[config.mk]
export PLATFORM = sky130hd
export DESIGN_NAME = telemetry_rx
export DESIGN_NICKNAME = d
export VERILOG_FILES = /design/src/rtl/telemetry_rx.sv
export SDC_FILE = /design/constraint.sdc
export NUM_CORES = 1
export LEC_CHECK = 0
export ABC_AREA = 0
export ABC_CLOCK_PERIOD_IN_PS = 1900
export BUFFER_PORTS_ARGS = -buffer_cell sky130_fd_sc_hd__buf_2
export CORE_MARGIN = 2
export CORE_UTILIZATION = 45
export CTS_CLUSTER_SIZE = 8
export DETAILED_ROUTE_END_ITERATION = 16
export MAX_ROUTING_LAYER = met4
export PLACE_DENSITY = 0.66
export SLEW_MARGIN = 20
export SYNTH_ARGS = -nofsm -noshare
export SYNTH_HDL_FRONTEND = slang
export SYNTH_SLANG_ARGS = --single-unit
export TNS_END_PERCENT = 50
[constraint.sdc]
create_clock -name clk -period 1.9 [get_ports clk]
set_input_delay 0.095 -clock clk [delete_from_list [all_inputs] [get_ports clk]]
set_output_delay 0.095 -clock clk [all_outputs]
set_load 0.01 [all_outputs]
[src/rtl/telemetry_rx.sv]
// telemetry_rx: receive-side frame parser for the e-bike telemetry link.
// Consumes bytes from UART_rx, hunts for the 0xAA 0x55 sync pair, gathers
// three 12-bit values (battery voltage, average current, average torque)
// and publishes them together. Also flags framing errors and inter-byte
// timeouts, counts errors (saturating) and tracks link health.
// Optional feature macro: TELEM_RX_RANGE_CHK_EN -- when defined, a high
// byte whose upper nibble is non-zero aborts the frame with an error.

module telemetry_rx #(
    parameter int TIMEOUT_CYC = 65536,
    parameter int LINK_CYC    = 2097152
) (
    input  logic        clk,
    input  logic        rst_n,
    input  logic        rx_rdy,
    input  logic [7:0]  rx_data,
    output logic        clr_rx_rdy,
    output logic [11:0] batt_v,
    output logic [11:0] avg_curr,
    output logic [11:0] avg_torque,
    output logic        frm_vld,
    output logic        frm_err,
    output logic [7:0]  err_cnt,
    output logic        link_up
);

    localparam int TO_W = (TIMEOUT_CYC > 2) ? $clog2(TIMEOUT_CYC) : 1;
    localparam logic [TO_W-1:0] TO_MAX   = TO_W'(TIMEOUT_CYC - 1);
    localparam logic [21:0]     LINK_MAX = 22'(LINK_CYC - 1);

    typedef enum logic [2:0] {
        HUNT  = 3'd0,
        SYNC2 = 3'd1,
        BH    = 3'd2,
        BL    = 3'd3,
        CH    = 3'd4,
        CL    = 3'd5,
        TH    = 3'd6,
        TL    = 3'd7
    } state_t;

    // Byte hand-off registers
    logic        rdy_q;
    logic        accept_q;
    logic [7:0]  byte_q;
    logic        rise_d;

    // Parser state and shadow registers
    state_t      state_q, state_d;
    logic [3:0]  bh_q, bh_d;
    logic [7:0]  bl_q, bl_d;
    logic [3:0]  ch_q, ch_d;
    logic [7:0]  cl_q, cl_d;
    logic [3:0]  th_q, th_d;
    logic        publish;
    logic        err_d;

    // Timeout tracking
    logic [TO_W-1:0] to_cnt_q, to_cnt_d;
    logic            timeout;

    // Published outputs and status
    logic [11:0] batt_q, curr_q, torque_q;
    logic        frm_vld_q, frm_err_q;
    logic [7:0]  err_cnt_q, err_cnt_d;
    logic [21:0] link_cnt_q, link_cnt_d;
    logic        link_up_q, link_up_d;

    assign rise_d = rx_rdy & ~rdy_q;

    // Detect the rising edge of rx_rdy, capture the byte and consume it once.
    always_ff @(posedge clk or negedge rst_n) begin
        if (!rst_n) begin
            rdy_q    <= 1'b0;
            accept_q <= 1'b0;
            byte_q   <= 8'h00;
        end else begin
            rdy_q    <= rx_rdy;
            accept_q <= rise_d;
            if (rise_d) begin
                byte_q <= rx_data;
            end
        end
    end

    // An abandoned frame is one that sat idle too long outside HUNT; a byte
    // arriving on the expiry cycle takes priority.
    assign timeout = (state_q != HUNT) && !accept_q && (to_cnt_q == TO_MAX);

    // Frame parser: walks the sync pair and data bytes, filling shadows.
    always_comb begin
        state_d = state_q;
        bh_d    = bh_q;
        bl_d    = bl_q;
        ch_d    = ch_q;
        cl_d    = cl_q;
        th_d    = th_q;
        publish = 1'b0;
        err_d   = 1'b0;
        if (accept_q) begin
            case (state_q)
                HUNT: begin
                    if (byte_q == 8'hAA) begin
                        state_d = SYNC2;
                    end
                end
                SYNC2: begin
                    if (byte_q == 8'h55) begin
                        state_d = BH;
                    end else if (byte_q == 8'hAA) begin
                        state_d = SYNC2;
                    end else begin
                        state_d = HUNT;
                        err_d   = 1'b1;
                    end
                end
                BH: begin
`ifdef TELEM_RX_RANGE_CHK_EN
                    if (byte_q[7:4] != 4'h0) begin
                        state_d = HUNT;
                        err_d   = 1'b1;
                    end else begin
                        bh_d    = byte_q[3:0];
                        state_d = BL;
                    end
`else
                    bh_d    = byte_q[3:0];
                    state_d = BL;
`endif
                end
                BL: begin
                    bl_d    = byte_q;
                    state_d = CH;
                end
                CH: begin
`ifdef TELEM_RX_RANGE_CHK_EN
                    if (byte_q[7:4] != 4'h0) begin
                        state_d = HUNT;
                        err_d   = 1'b1;
                    end else begin
                        ch_d    = byte_q[3:0];
                        state_d = CL;
                    end
`else
                    ch_d    = byte_q[3:0];
                    state_d = CL;
`endif
                end
                CL: begin
                    cl_d    = byte_q;
                    state_d = TH;
                end
                TH: begin
`ifdef TELEM_RX_RANGE_CHK_EN
                    if (byte_q[7:4] != 4'h0) begin
                        state_d = HUNT;
                        err_d   = 1'b1;
                    end else begin
                        th_d    = byte_q[3:0];
                        state_d = TL;
                    end
`else
                    th_d    = byte_q[3:0];
                    state_d = TL;
`endif
                end
                TL: begin
                    publish = 1'b1;
                    state_d = HUNT;
                end
                default: begin
                    state_d = HUNT;
                end
            endcase
        end else if (timeout) begin
            state_d = HUNT;
            err_d   = 1'b1;
        end
        if (err_d) begin
            bh_d = 4'h0;
            bl_d = 8'h00;
            ch_d = 4'h0;
            cl_d = 8'h00;
            th_d = 4'h0;
        end
    end

    // Parser state and shadow register update.
    always_ff @(posedge clk or negedge rst_n) begin
        if (!rst_n) begin
            state_q <= HUNT;
            bh_q    <= 4'h0;
            bl_q    <= 8'h00;
            ch_q    <= 4'h0;
            cl_q    <= 8'h00;
            th_q    <= 4'h0;
        end else begin
            state_q <= state_d;
            bh_q    <= bh_d;
            bl_q    <= bl_d;
            ch_q    <= ch_d;
            cl_q    <= cl_d;
            th_q    <= th_d;
        end
    end

    // Inter-byte idle counter: parked at zero in HUNT, cleared by each byte.
    always_comb begin
        to_cnt_d = to_cnt_q + 1'b1;
        if ((state_q == HUNT) || accept_q || timeout) begin
            to_cnt_d = '0;
        end
    end

    // Idle counter register.
    always_ff @(posedge clk or negedge rst_n) begin
        if (!rst_n) begin
            to_cnt_q <= '0;
        end else begin
            to_cnt_q <= to_cnt_d;
        end
    end

    // Error count saturates at 255 and only reset clears it.
    always_comb begin
        err_cnt_d = err_cnt_q;
        if (err_d && (err_cnt_q != 8'hFF)) begin
            err_cnt_d = err_cnt_q + 8'd1;
        end
    end

    // Link watchdog: a good frame revives the link and beats the expiry.
    always_comb begin
        link_cnt_d = link_cnt_q;
        link_up_d  = link_up_q;
        if (publish) begin
            link_cnt_d = '0;
            link_up_d  = 1'b1;
        end else if (link_cnt_q == LINK_MAX) begin
            link_up_d  = 1'b0;
        end else begin
            link_cnt_d = link_cnt_q + 22'd1;
        end
    end

    // Publish all three values on one edge so no mix is ever visible.
    always_ff @(posedge clk or negedge rst_n) begin
        if (!rst_n) begin
            batt_q     <= 12'h000;
            curr_q     <= 12'h000;
            torque_q   <= 12'h000;
            frm_vld_q  <= 1'b0;
            frm_err_q  <= 1'b0;
            err_cnt_q  <= 8'h00;
            link_cnt_q <= 22'd0;
            link_up_q  <= 1'b0;
        end else begin
            if (publish) begin
                batt_q   <= {bh_q, bl_q};
                curr_q   <= {ch_q, cl_q};
                torque_q <= {th_q, byte_q};
            end
            frm_vld_q  <= publish;
            frm_err_q  <= err_d;
            err_cnt_q  <= err_cnt_d;
            link_cnt_q <= link_cnt_d;
            link_up_q  <= link_up_d;
        end
    end

    assign clr_rx_rdy = accept_q;
    assign batt_v     = batt_q;
    assign avg_curr   = curr_q;
    assign avg_torque = torque_q;
    assign frm_vld    = frm_vld_q;
    assign frm_err    = frm_err_q;
    assign err_cnt    = err_cnt_q;
    assign link_up    = link_up_q;

endmodule

-- Yosys cells after proc, flatten, opt, wreduce, memory -nomap -nowiden
Index checks and enable logic that the tools add are counted.
- bits of input ports: 11
- word-level logic and storage cells: 92
- flip-flop bits (word level): 126
- reductions and logical operators: 22
- $add $sub $neg: 3
- bitwise gates (word level): 2
- equality and inequality tests: 14
- muxes and demuxes: 33
- operators with widths (cell ; number):
    $mux 8 ; 6
    $mux 22 ; 2
    $mux 4 ; 9
    $pmux 3 s8 ; 1
    $add 22x1->22 const B ; 1
    $eq 22x21->1 const B ; 1
    $add 16x1->16 const B ; 1
    $eq 16x16->1 const B ; 1
    $mux 16 ; 1
    $reduce_bool 2->1 ; 8
    $eq 3x3->1 const B ; 4
    $reduce_and 2->1 ; 6
    $mux 1 ; 10
    $mux 3 ; 3
    $add 8x1->8 const B ; 1
    $eq 8x7->1 const B ; 1
    $eq 8x8->1 const B ; 1
    $ne 8x8->1 const B ; 1
    $eq 3x2->1 const B ; 2
    $eq 3x1->1 const B ; 1
    $logic_and 1x1->1 ; 3
    $logic_not 3->1 ; 1
    $ne 3x3->1 const B ; 1
    $reduce_bool 3->1 ; 1
    other kinds (6) ; 7

-- Longest topological paths before layout
Gate-level depths: netlist (run 1).
- depth in word-level cells: 7
- mapped depth: 7
- depth with buffers taken out: 6

-- Least setup slack after synthesis (run 1)
Ideal clock, no wire load.
- path type: reg-to-reg
- start: register byte_q[0]
- end: register err_cnt_q[1], in the netlist err_cnt[1]
- stages on the path, launching flop included: 7
- arrival time: 1774 ps
- clock period less this slack: 1898 ps
- setup slack: 2 ps
- setup time: 125 ps
- required time: 1775 ps
- buffers on the path: 1
- cells stage by stage: dfrtp_1 buf_2 and4bb_4 a2111oi_4 nand2_2 a21oi_2 mux2_2
- cells in the longest elaborated chain, start to end: 6
- ends and longest elaborated chain (item ; RTL line ; source):
    start: declaration ; 45 ; logic [7:0] byte_q;
    start signal: assignment ; 81 ; byte_q <= rx_data;
    $eq 8x8->1 ; 110 ; end else if (byte_q == 8'hAA) begin
    $mux 1 ; 110 ;
    $mux 1 * ; 108 ; if (byte_q == 8'h55) begin
    $mux 1 * ; 101 ; case (state_q)
    $mux 1 * ; 100 ; if (accept_q) begin
    $logic_and 1x1->1 * ; 227 ; if (err_d && (err_cnt_q != 8'hFF)) begin
    end signal: assignment ; 265 ; err_cnt_q <= err_cnt_d;
    end: declaration ; 65 ; logic [7:0] err_cnt_q, err_cnt_d;
Every way passes the cells marked *; elsewhere a longest branch is shown, timed or not.
A chain may end at the register's enable or synchronous reset.

-- Worst setup path after layout (run 1)
- start: register link_cnt_q[2]
- end: register link_cnt_q[19]
- cells in the longest elaborated chain, start to end: 3
- ends and longest elaborated chain (item ; RTL line ; source):
    start: declaration ; 66 ; logic [21:0] link_cnt_q, link_cnt_d;
    start signal: assignment ; 266 ; link_cnt_q <= link_cnt_d;
    $add 22x1->22 ; 242 ; link_cnt_d = link_cnt_q + 22'd1;
    $mux 22 ; 239 ; end else if (link_cnt_q == LINK_MAX) begin
    $mux 22 ; 236 ; if (publish) begin
Several ways; a longest one is shown, not always the timed one. The select of a mux whose other input is x is not followed.

==> results of run 1 <==
==> kinds of logic (layout without fill, tap and decap cells) <==
logic type                 count (synthesis)  after routing  share of synthesized area (%)
DFF                                      126            126                           54.3
buffers and inverters                     49            174                           3.49
adders and majority gates                  3              3                          0.647
muxes                                     13             13                           2.46
xor gates and xnor gates                  33             33                           4.98
AOI/OAI and AO/OA                         91             91                           10.3
and+or+nand+nor                          291            291                           23.8
==> state kept, by name, indices dropped and copies added, names as in the netlist, 8 cells and up <==
register / count
batt_v: 12
cl_q: 8
to_cnt_q: 16
byte_q: 8
avg_torque: 12
link_cnt_q: 22
avg_curr: 12
bl_q: 8
err_cnt: 8
==> how the worst max path moves through the flow <==
stage             startpoint        endpoint  slack (ps)  depth (start not counted)
2_1_floorplan      byte_q[0]      err_cnt[1]           2                          6
3_3_place_gp     to_cnt_q[9]      err_cnt[6]          80                          6
3_5_place_dp       byte_q[4]      err_cnt[5]          30                          6
4_1_cts            byte_q[4]      err_cnt[5]          -1                          6
5_1_grt        link_cnt_q[2]  link_cnt_q[19]         -70                          6
6_report       link_cnt_q[2]  link_cnt_q[19]          40                          6
==> through the flow <==
step                      setup TNS, ps  hold WS [ps]
after floorplan                       0          -201
after global placement                0           104
after detailed placement              0           107
after CTS                         -1.12           217
after global routing               -144           255
final                                 0           205
==> power groups by stage <==
stage | clock (mW) | sequential, mW | combinational (mW)
2_1_floorplan | 0 | 2.79 | 0.0957
3_3_place_gp | 0 | 2.78 | 0.268
3_5_place_dp | 0 | 2.78 | 0.273
4_1_cts | 3.13 | 2.74 | 0.292
5_1_grt | 3.27 | 2.74 | 0.314
6_report | 3.08 | 2.74 | 0.287
==> cell type report <==
type                    instances  area (µm²)
well taps                     172         215
clock buffers                  24         472
flip-flops and latches        126        3150
clock inverters                 7        87.6
inverters                      16        60.1
repair buffers                127         881
multi-input cells             431        2520
fillers                      1126        5230
==> repair_timing <==
action | in CTS | in global routing
pin swaps | 0 | 5
endpoints found under the hold margin | 41 | 0
hold buffers | 10 | 0
setup buffers | 0 | 3
setup endpoints to repair | 1 | 24
resized for setup | 1 | 18
==> per-layer routing <==
metal / part of all wire, % / up-vias / track usage (%)
met4: 1.1 / 0 / 8.13
met2: 49 / 131 / 34.1
met1: 45 / 2301 / 26.9
met5: 0 / - / -
li1: - / 2275 / -
met3: 5.2 / 15 / 5.14
==> synthesized netlist by cell type (4+ instances only) <==
library cell,n,share of area [%]
sky130_fd_sc_hd__and3_1,4,0.43
sky130_fd_sc_hd__nand3_1,34,2.9
sky130_fd_sc_hd__a211oi_1,6,0.78
sky130_fd_sc_hd__buf_2,12,1.0
sky130_fd_sc_hd__xnor2_1,22,3.3
sky130_fd_sc_hd__a21oi_1,30,2.6
sky130_fd_sc_hd__nor2_1,52,3.4
sky130_fd_sc_hd__a31oi_1,12,1.3
sky130_fd_sc_hd__dfrtp_1,126,54
sky130_fd_sc_hd__clkbuf_1,17,1.1
sky130_fd_sc_hd__nand2b_1,6,0.65
sky130_fd_sc_hd__and2_1,10,1.1
sky130_fd_sc_hd__xor2_1,11,1.7
sky130_fd_sc_hd__nor3_1,5,0.43
sky130_fd_sc_hd__nand2_1,137,8.9
sky130_fd_sc_hd__inv_1,16,1.0
sky130_fd_sc_hd__mux2_2,10,1.9
sky130_fd_sc_hd__a22oi_1,8,1.0
sky130_fd_sc_hd__and4_1,4,0.60
sky130_fd_sc_hd__o21ai_0,20,1.7
sky130_fd_sc_hd__nor2b_1,6,0.65
sky130_fd_sc_hd__nand4_1,11,1.2
==> cells in the final DEF (no fill, tap or decap), types with 5 or more instances in the layout <==
| cell | instances |
|---|---|
| sky130_fd_sc_hd__nand2_1 | 136 |
| sky130_fd_sc_hd__dfrtp_1 | 125 |
| sky130_fd_sc_hd__buf_2 | 57 |
| sky130_fd_sc_hd__buf_4 | 55 |
| sky130_fd_sc_hd__nor2_1 | 52 |
| sky130_fd_sc_hd__nand3_1 | 33 |
| sky130_fd_sc_hd__a21oi_1 | 30 |
| sky130_fd_sc_hd__xnor2_1 | 22 |
| sky130_fd_sc_hd__o21ai_0 | 20 |
| sky130_fd_sc_hd__clkbuf_16 | 17 |
| sky130_fd_sc_hd__inv_1 | 16 |
| sky130_fd_sc_hd__a31oi_1 | 12 |
| sky130_fd_sc_hd__nand4_1 | 11 |
| sky130_fd_sc_hd__xor2_1 | 11 |
| sky130_fd_sc_hd__and2_1 | 10 |
| sky130_fd_sc_hd__mux2_2 | 10 |
| sky130_fd_sc_hd__dlygate4sd3_1 | 10 |
| sky130_fd_sc_hd__a22oi_1 | 8 |
| sky130_fd_sc_hd__nand2b_1 | 6 |
| sky130_fd_sc_hd__nor2b_1 | 6 |
| sky130_fd_sc_hd__clkbuf_1 | 5 |
==> impl_metrics.tcl, run 1 <==
set metrics [dict create \
    pins_over_their_slew_limit 0 \
    grt_max_degree 52 \
    place.gp.congestion 0.834 \
    worstPathCellList "and4_1 -> nand4_1 -> buf_4 -> a2111oi_2 -> xnor2_1 -> nor2_1" \
    pwr_density_cell_nw_per_um2 825 \
    worst_ir_drop_vdd_mv 0.422 \
    drcViolationCount 0 \
    die_area_um2 13800 \
    hold_viol_final 0 \
    crit_type "flop to flop" \
    final_critical_path_setup_slack_ps 41.5 \
    max_freq_mhz 538 \
    clkLatencyLatePin_ps 420 \
    via_count 4722 \
    floorplan.die.width_um 118 \
    critical_path.reg2reg.endpoint "link_cnt_q[19]" \
    power.net_switching_mw 1.28 \
    io_buffers 58 \
    drt_iter0_markers 315 \
    drt_wl_total_um 13700 \
    final_worst_path_period_share_pct 97.8 \
    static_leakage_nw 3.59 \
    p_int_mw 4.82 \
    reg2reg_setup_slack_ps 40 \
    fp-row-count 41 \
    power_frac_seq_pct 44.9 \
    cts.path.max_buffers 2 \
    worstRegToRegCells 6 \
    yosysWarnings 0 \
    ys_seq_elements 126 \
    wire_per_inst_um 15.2 \
    worstPathMaxFanout 5 \
    ys_seq_area_share_pct 54.3 \
    htreeDepth 4 \
    drive_above_1_share_pct 24.2 \
    startpoint_type "flop" \
    postLayoutCellArea_um2 7390 \
    fp.dieH_um 118 \
    power.clock.fraction_pct 50.4 \
    sw_ratio_pct 21.0 \
    max_cap_viol_count 0 \
    synthesis.instances 606 \
    timing.max_slew.rel_slack_pct 65.8 \
    worst_setup_slack_before_clock_tree_synthesis_ps 30.3 \
    crit_required_ps 2200 \
    pin_count 59 \
    crit_arrival_ps 2160 \
    setup_viol 0 \
    synthesis.nets 620 \
    tritoncts "yes" \
    worst-slew-pin-transition_ps 513 \
    post_dp_cell_area_um2 6630 \
    syn_avg_cell_area_um2 9.57 \
    grt_antenna_before_repair 0 \
    clkSinkCount 126 \
    path_category_of_the_worst_min_delay_check "input port to asynchronous set/reset pin" \
    fin_total_pwr_mw 6.10 \
    timing.clock.skew_ps 10.6 \
    antennaDiodeCount 0 \
    status "finished, final reports clean" \
    worst_path_largest_cell_delay_ps 420 \
    worst_path_max_delay_cell "sky130_fd_sc_hd__dfrtp_1" \
    global_route.overflow_total 0 \
    final_core_util_pct 58.6 \
    post-dp-hpwl_um 9340 \
    first_pass_iters 5 \
    synth.lib_cells_used.distinct 53 \
    async_reset_ff_share_pct 100 \
    core-area_um2 12600 \
    finalWorstPathRequiredPeriod_ps 1860 \
    crit-reg2reg-launch "link_cnt_q[2]" \
    grt_pass1_vias 4895 \
    rsz0062_at_grt "yes" \
    cts.reportedPaths.clkPinSlew_ps 50 \
    gr-usage-all-layers_pct 21.5 \
    final_net_count 733 \
    cts_inserted_buffers 17 \
    synth_flop_cell "sky130_fd_sc_hd__dfrtp_1" \
    clockRootBuffer "sky130_fd_sc_hd__clkbuf_16" \
    synth-edff-count 0 \
    final-instance-count-excl-fill 903 \
    critical_path_buf_inv_count 1 \
    detail_route.vias_per_cell 5.23 \
    syn_to_final_growth_pct 27.4 \
    post-place-cells 859 \
    post_synth_instance_area_um2 5800 \
    power_frac_comb_pct 4.7 \
    drt.antenna.violating_nets 0 \
    starting_density_pct 46.0 \
    wire_length_of_the_first_global_routing_pass_um 23200 \
    worst_path_dominant_cell_family "simple AND/OR/NAND/NOR gates" \
    critical_path.endpoint_type "flop" \
]
Note: power is estimated with default switching activity, not from simulation.
==> inputs of run 2 (changes only) <==
--- a/config.mk
+++ b/config.mk
@@ -14,6 +14,7 @@
 export DETAILED_ROUTE_END_ITERATION = 16
 export MAX_ROUTING_LAYER = met4
 export PLACE_DENSITY = 0.66
+export REMOVE_ABC_BUFFERS = 1
 export SLEW_MARGIN = 20
 export SYNTH_ARGS = -nofsm -noshare
 export SYNTH_HDL_FRONTEND = slang
==> run 2 against run 1 <==
  * The run now ends with setup timing left
  * Power is 6.7% higher
  * Register-to-register slack worse by 80 ps
  * Cell count is 1.8% higher
  * Worst setup slack worse by 76 ps
  * Clock-buffer cell count is 1 lower
  * Sequential share of layout area is 0.90 points lower
  * Utilization is 1.2 points higher
  * Wire length is 0.39% lower
  * Clock skew is 2.3 ps lower
  * Non-clock buffer count is 17 higher
  * Critical path type unchanged
==> impl_metrics.tcl, run 2 (synthesis results as in run 1) <==
set metrics [dict create \
    layout_top_registers "link_cnt_q (22), to_cnt_q (16)" \
    clockRootBuffer "sky130_fd_sc_hd__clkbuf_16" \
    worst_ir_drop_vdd_mv 0.717 \
    layout_commonest_cell "sky130_fd_sc_hd__nand2_1" \
    setup_viol 5 \
    wire_per_inst_um 14.8 \
    syn_to_final_growth_pct 30.1 \
    htreeDepth 4 \
    worst-slew-pin-transition_ps 486 \
    cts.path.max_buffers 2 \
    crit_type "flop to flop" \
    worst_path_largest_cell_delay_ps 430 \
    drt_iter0_markers 361 \
    critical_path.endpoint_type "flop" \
    final-instance-count-excl-fill 919 \
    fin_total_pwr_mw 6.51 \
    drt.antenna.violating_nets 0 \
    die_area_um2 13800 \
    worst_path_dominant_cell_family "compound AO/OA/AOI/OAI gates" \
    worstPathCellList "and4bb_2 -> a2111oi_4 -> nand2_4 -> buf_4 -> a211oi_2 -> xor2_1" \
    drive_above_1_share_pct 25.7 \
    fp-row-count 41 \
    final_layout_setup_total_negative_slack_ps -86.2 \
    first_pass_iters 6 \
    detail_route.vias_per_cell 5.21 \
    rsz0062_at_grt "yes" \
    final_net_count 750 \
    crit_arrival_ps 2260 \
    drcViolationCount 0 \
    crit-reg2reg-launch "byte_q[4]" \
    worst_path_max_delay_cell "sky130_fd_sc_hd__a2111oi_4" \
    final_worst_path_period_share_pct 102 \
    timing.clock.skew_ps 8.32 \
    startpoint_type "flop" \
    core-area_um2 12600 \
    pin_count 59 \
    floorplan.die.width_um 118 \
    via_count 4792 \
    grt_max_degree 65 \
    drt_wl_total_um 13600 \
    layout.cells.most_common_list "sky130_fd_sc_hd__nand2_1, sky130_fd_sc_hd__dfrtp_1, sky130_fd_sc_hd__buf_4" \
    pins_over_their_slew_limit 0 \
    tritoncts "yes" \
    reg2reg_setup_slack_ps -30 \
    worstPathMaxFanout 7 \
    crit_required_ps 2220 \
    antennaDiodeCount 0 \
    timing.max_slew.rel_slack_pct 67.6 \
    pwr_density_cell_nw_per_um2 862 \
    critical_path.reg2reg.endpoint "err_cnt[5]" \
    critical_path_buf_inv_count 1 \
    global_route.overflow_total 0 \
    fp.dieH_um 118 \
    starting_density_pct 46.0 \
    post-place-cells 869 \
    final_core_util_pct 59.8 \
    post-dp-hpwl_um 9280 \
    violations "setup timing" \
    clkSinkCount 126 \
    flip_flop_count_of_the_largest_register_all_copies_and_words_added 22 \
    cts_inserted_buffers 17 \
    grt_antenna_before_repair 0 \
    static_leakage_nw 3.70 \
    io_buffers 58 \
    max_cap_viol_count 0 \
    status "finished with violations" \
    place.gp.congestion 0.868 \
    worst_setup_slack_before_clock_tree_synthesis_ps -80.6 \
    register_with_the_most_flip_flops "link_cnt_q" \
    gr-usage-all-layers_pct 21.0 \
    worstRegToRegCells 6 \
    hold_viol_final 0 \
    cts.reportedPaths.clkPinSlew_ps 50 \
    path_category_of_the_worst_min_delay_check "input port to asynchronous set/reset pin" \
    finalWorstPathRequiredPeriod_ps 1930 \
    grt_pass1_vias 4802 \
    max_freq_mhz 517 \
    final_critical_path_setup_slack_ps -34.2 \
    clkLatencyLatePin_ps 410 \
    wire_length_of_the_first_global_routing_pass_um 22900 \
]
-- run 2: cell types whose count changed in the layout (fill, tap and decap cells not counted), sizes merged --
cell      delta
clkinv       -2
bufinv       +3
clkinvlp     -1
clkbuf       -1
buf         +17
-- run 2: worst max-delay path by stage --
stage | end | depth (start not counted) | from | slack (ps)
5_1_grt | err_cnt[5] | 6 | byte_q[4] | -120
3_3_place_gp | bh_q[2] | 8 | byte_q[7] | -10
3_5_place_dp | bh_q[1] | 8 | byte_q[7] | -80
6_report | err_cnt[5] | 6 | byte_q[4] | -30
2_1_floorplan | link_cnt_q[21] | 4 | clr_rx_rdy | -1430
4_1_cts | err_cnt[1] | 5 | byte_q[6] | -9
-- run 2: power by group --
group	internal (mW)	leakage, nW	switching, mW
sequential	2.72	1.73	0.0210
clock	2.38	0.307	1.10
combinational	0.135	1.67	0.160
-- run 2: per-stage QoR --
stage | hold WS [ps] | cell area (µm²)
2_1_floorplan | -201 | 5660
3_3_place_gp | 52.4 | 6680
3_5_place_dp | 54.5 | 6680
4_1_cts | 161 | 7420
5_1_grt | 205 | 7550
6_report | 177 | 7550
-- run 2: repair_timing --
action | 4_1_cts | 5_1_grt
gates resized for setup | 5 | 10
endpoints found under the setup margin | 20 | 37
pin swaps | 1 | 7
gates cloned | 0 | 0
buffers inserted | 0 | 10
hold buffers | 10 | 0
hold endpoints to repair | 43 | 0
-- run 2: area by class of cell --
type	instances	area, µm²
clock buffers	23	468
clock inverters	7	160
fillers	1092	5070
inverters	16	60.1
multi-input cells	431	2510
flip-flops and latches	126	3150
well taps	172	215
repair buffers	144	980
-- run 2: worst register-to-register path: stages (launching register included) --
cell and delay (ps):
sky130_fd_sc_hd__dfrtp_1 410, sky130_fd_sc_hd__and4bb_2 290, sky130_fd_sc_hd__a2111oi_4 430, sky130_fd_sc_hd__nand2_4 160, sky130_fd_sc_hd__buf_4 190, sky130_fd_sc_hd__a211oi_2 190, sky130_fd_sc_hd__xor2_1 180
-- run 2: layer usage --
layer / wire length [µm] / vias to the layer above / part of all wire, % / track usage [%]
li1: - / 2315 / - / -
met5: 0 / - / 0 / -
met3: 604 / 21 / 4.4 / 5.47
met1: 6130 / 2347 / 45 / 26.9
met2: 6670 / 109 / 49 / 33.6
met4: 231 / 0 / 1.7 / 5.12
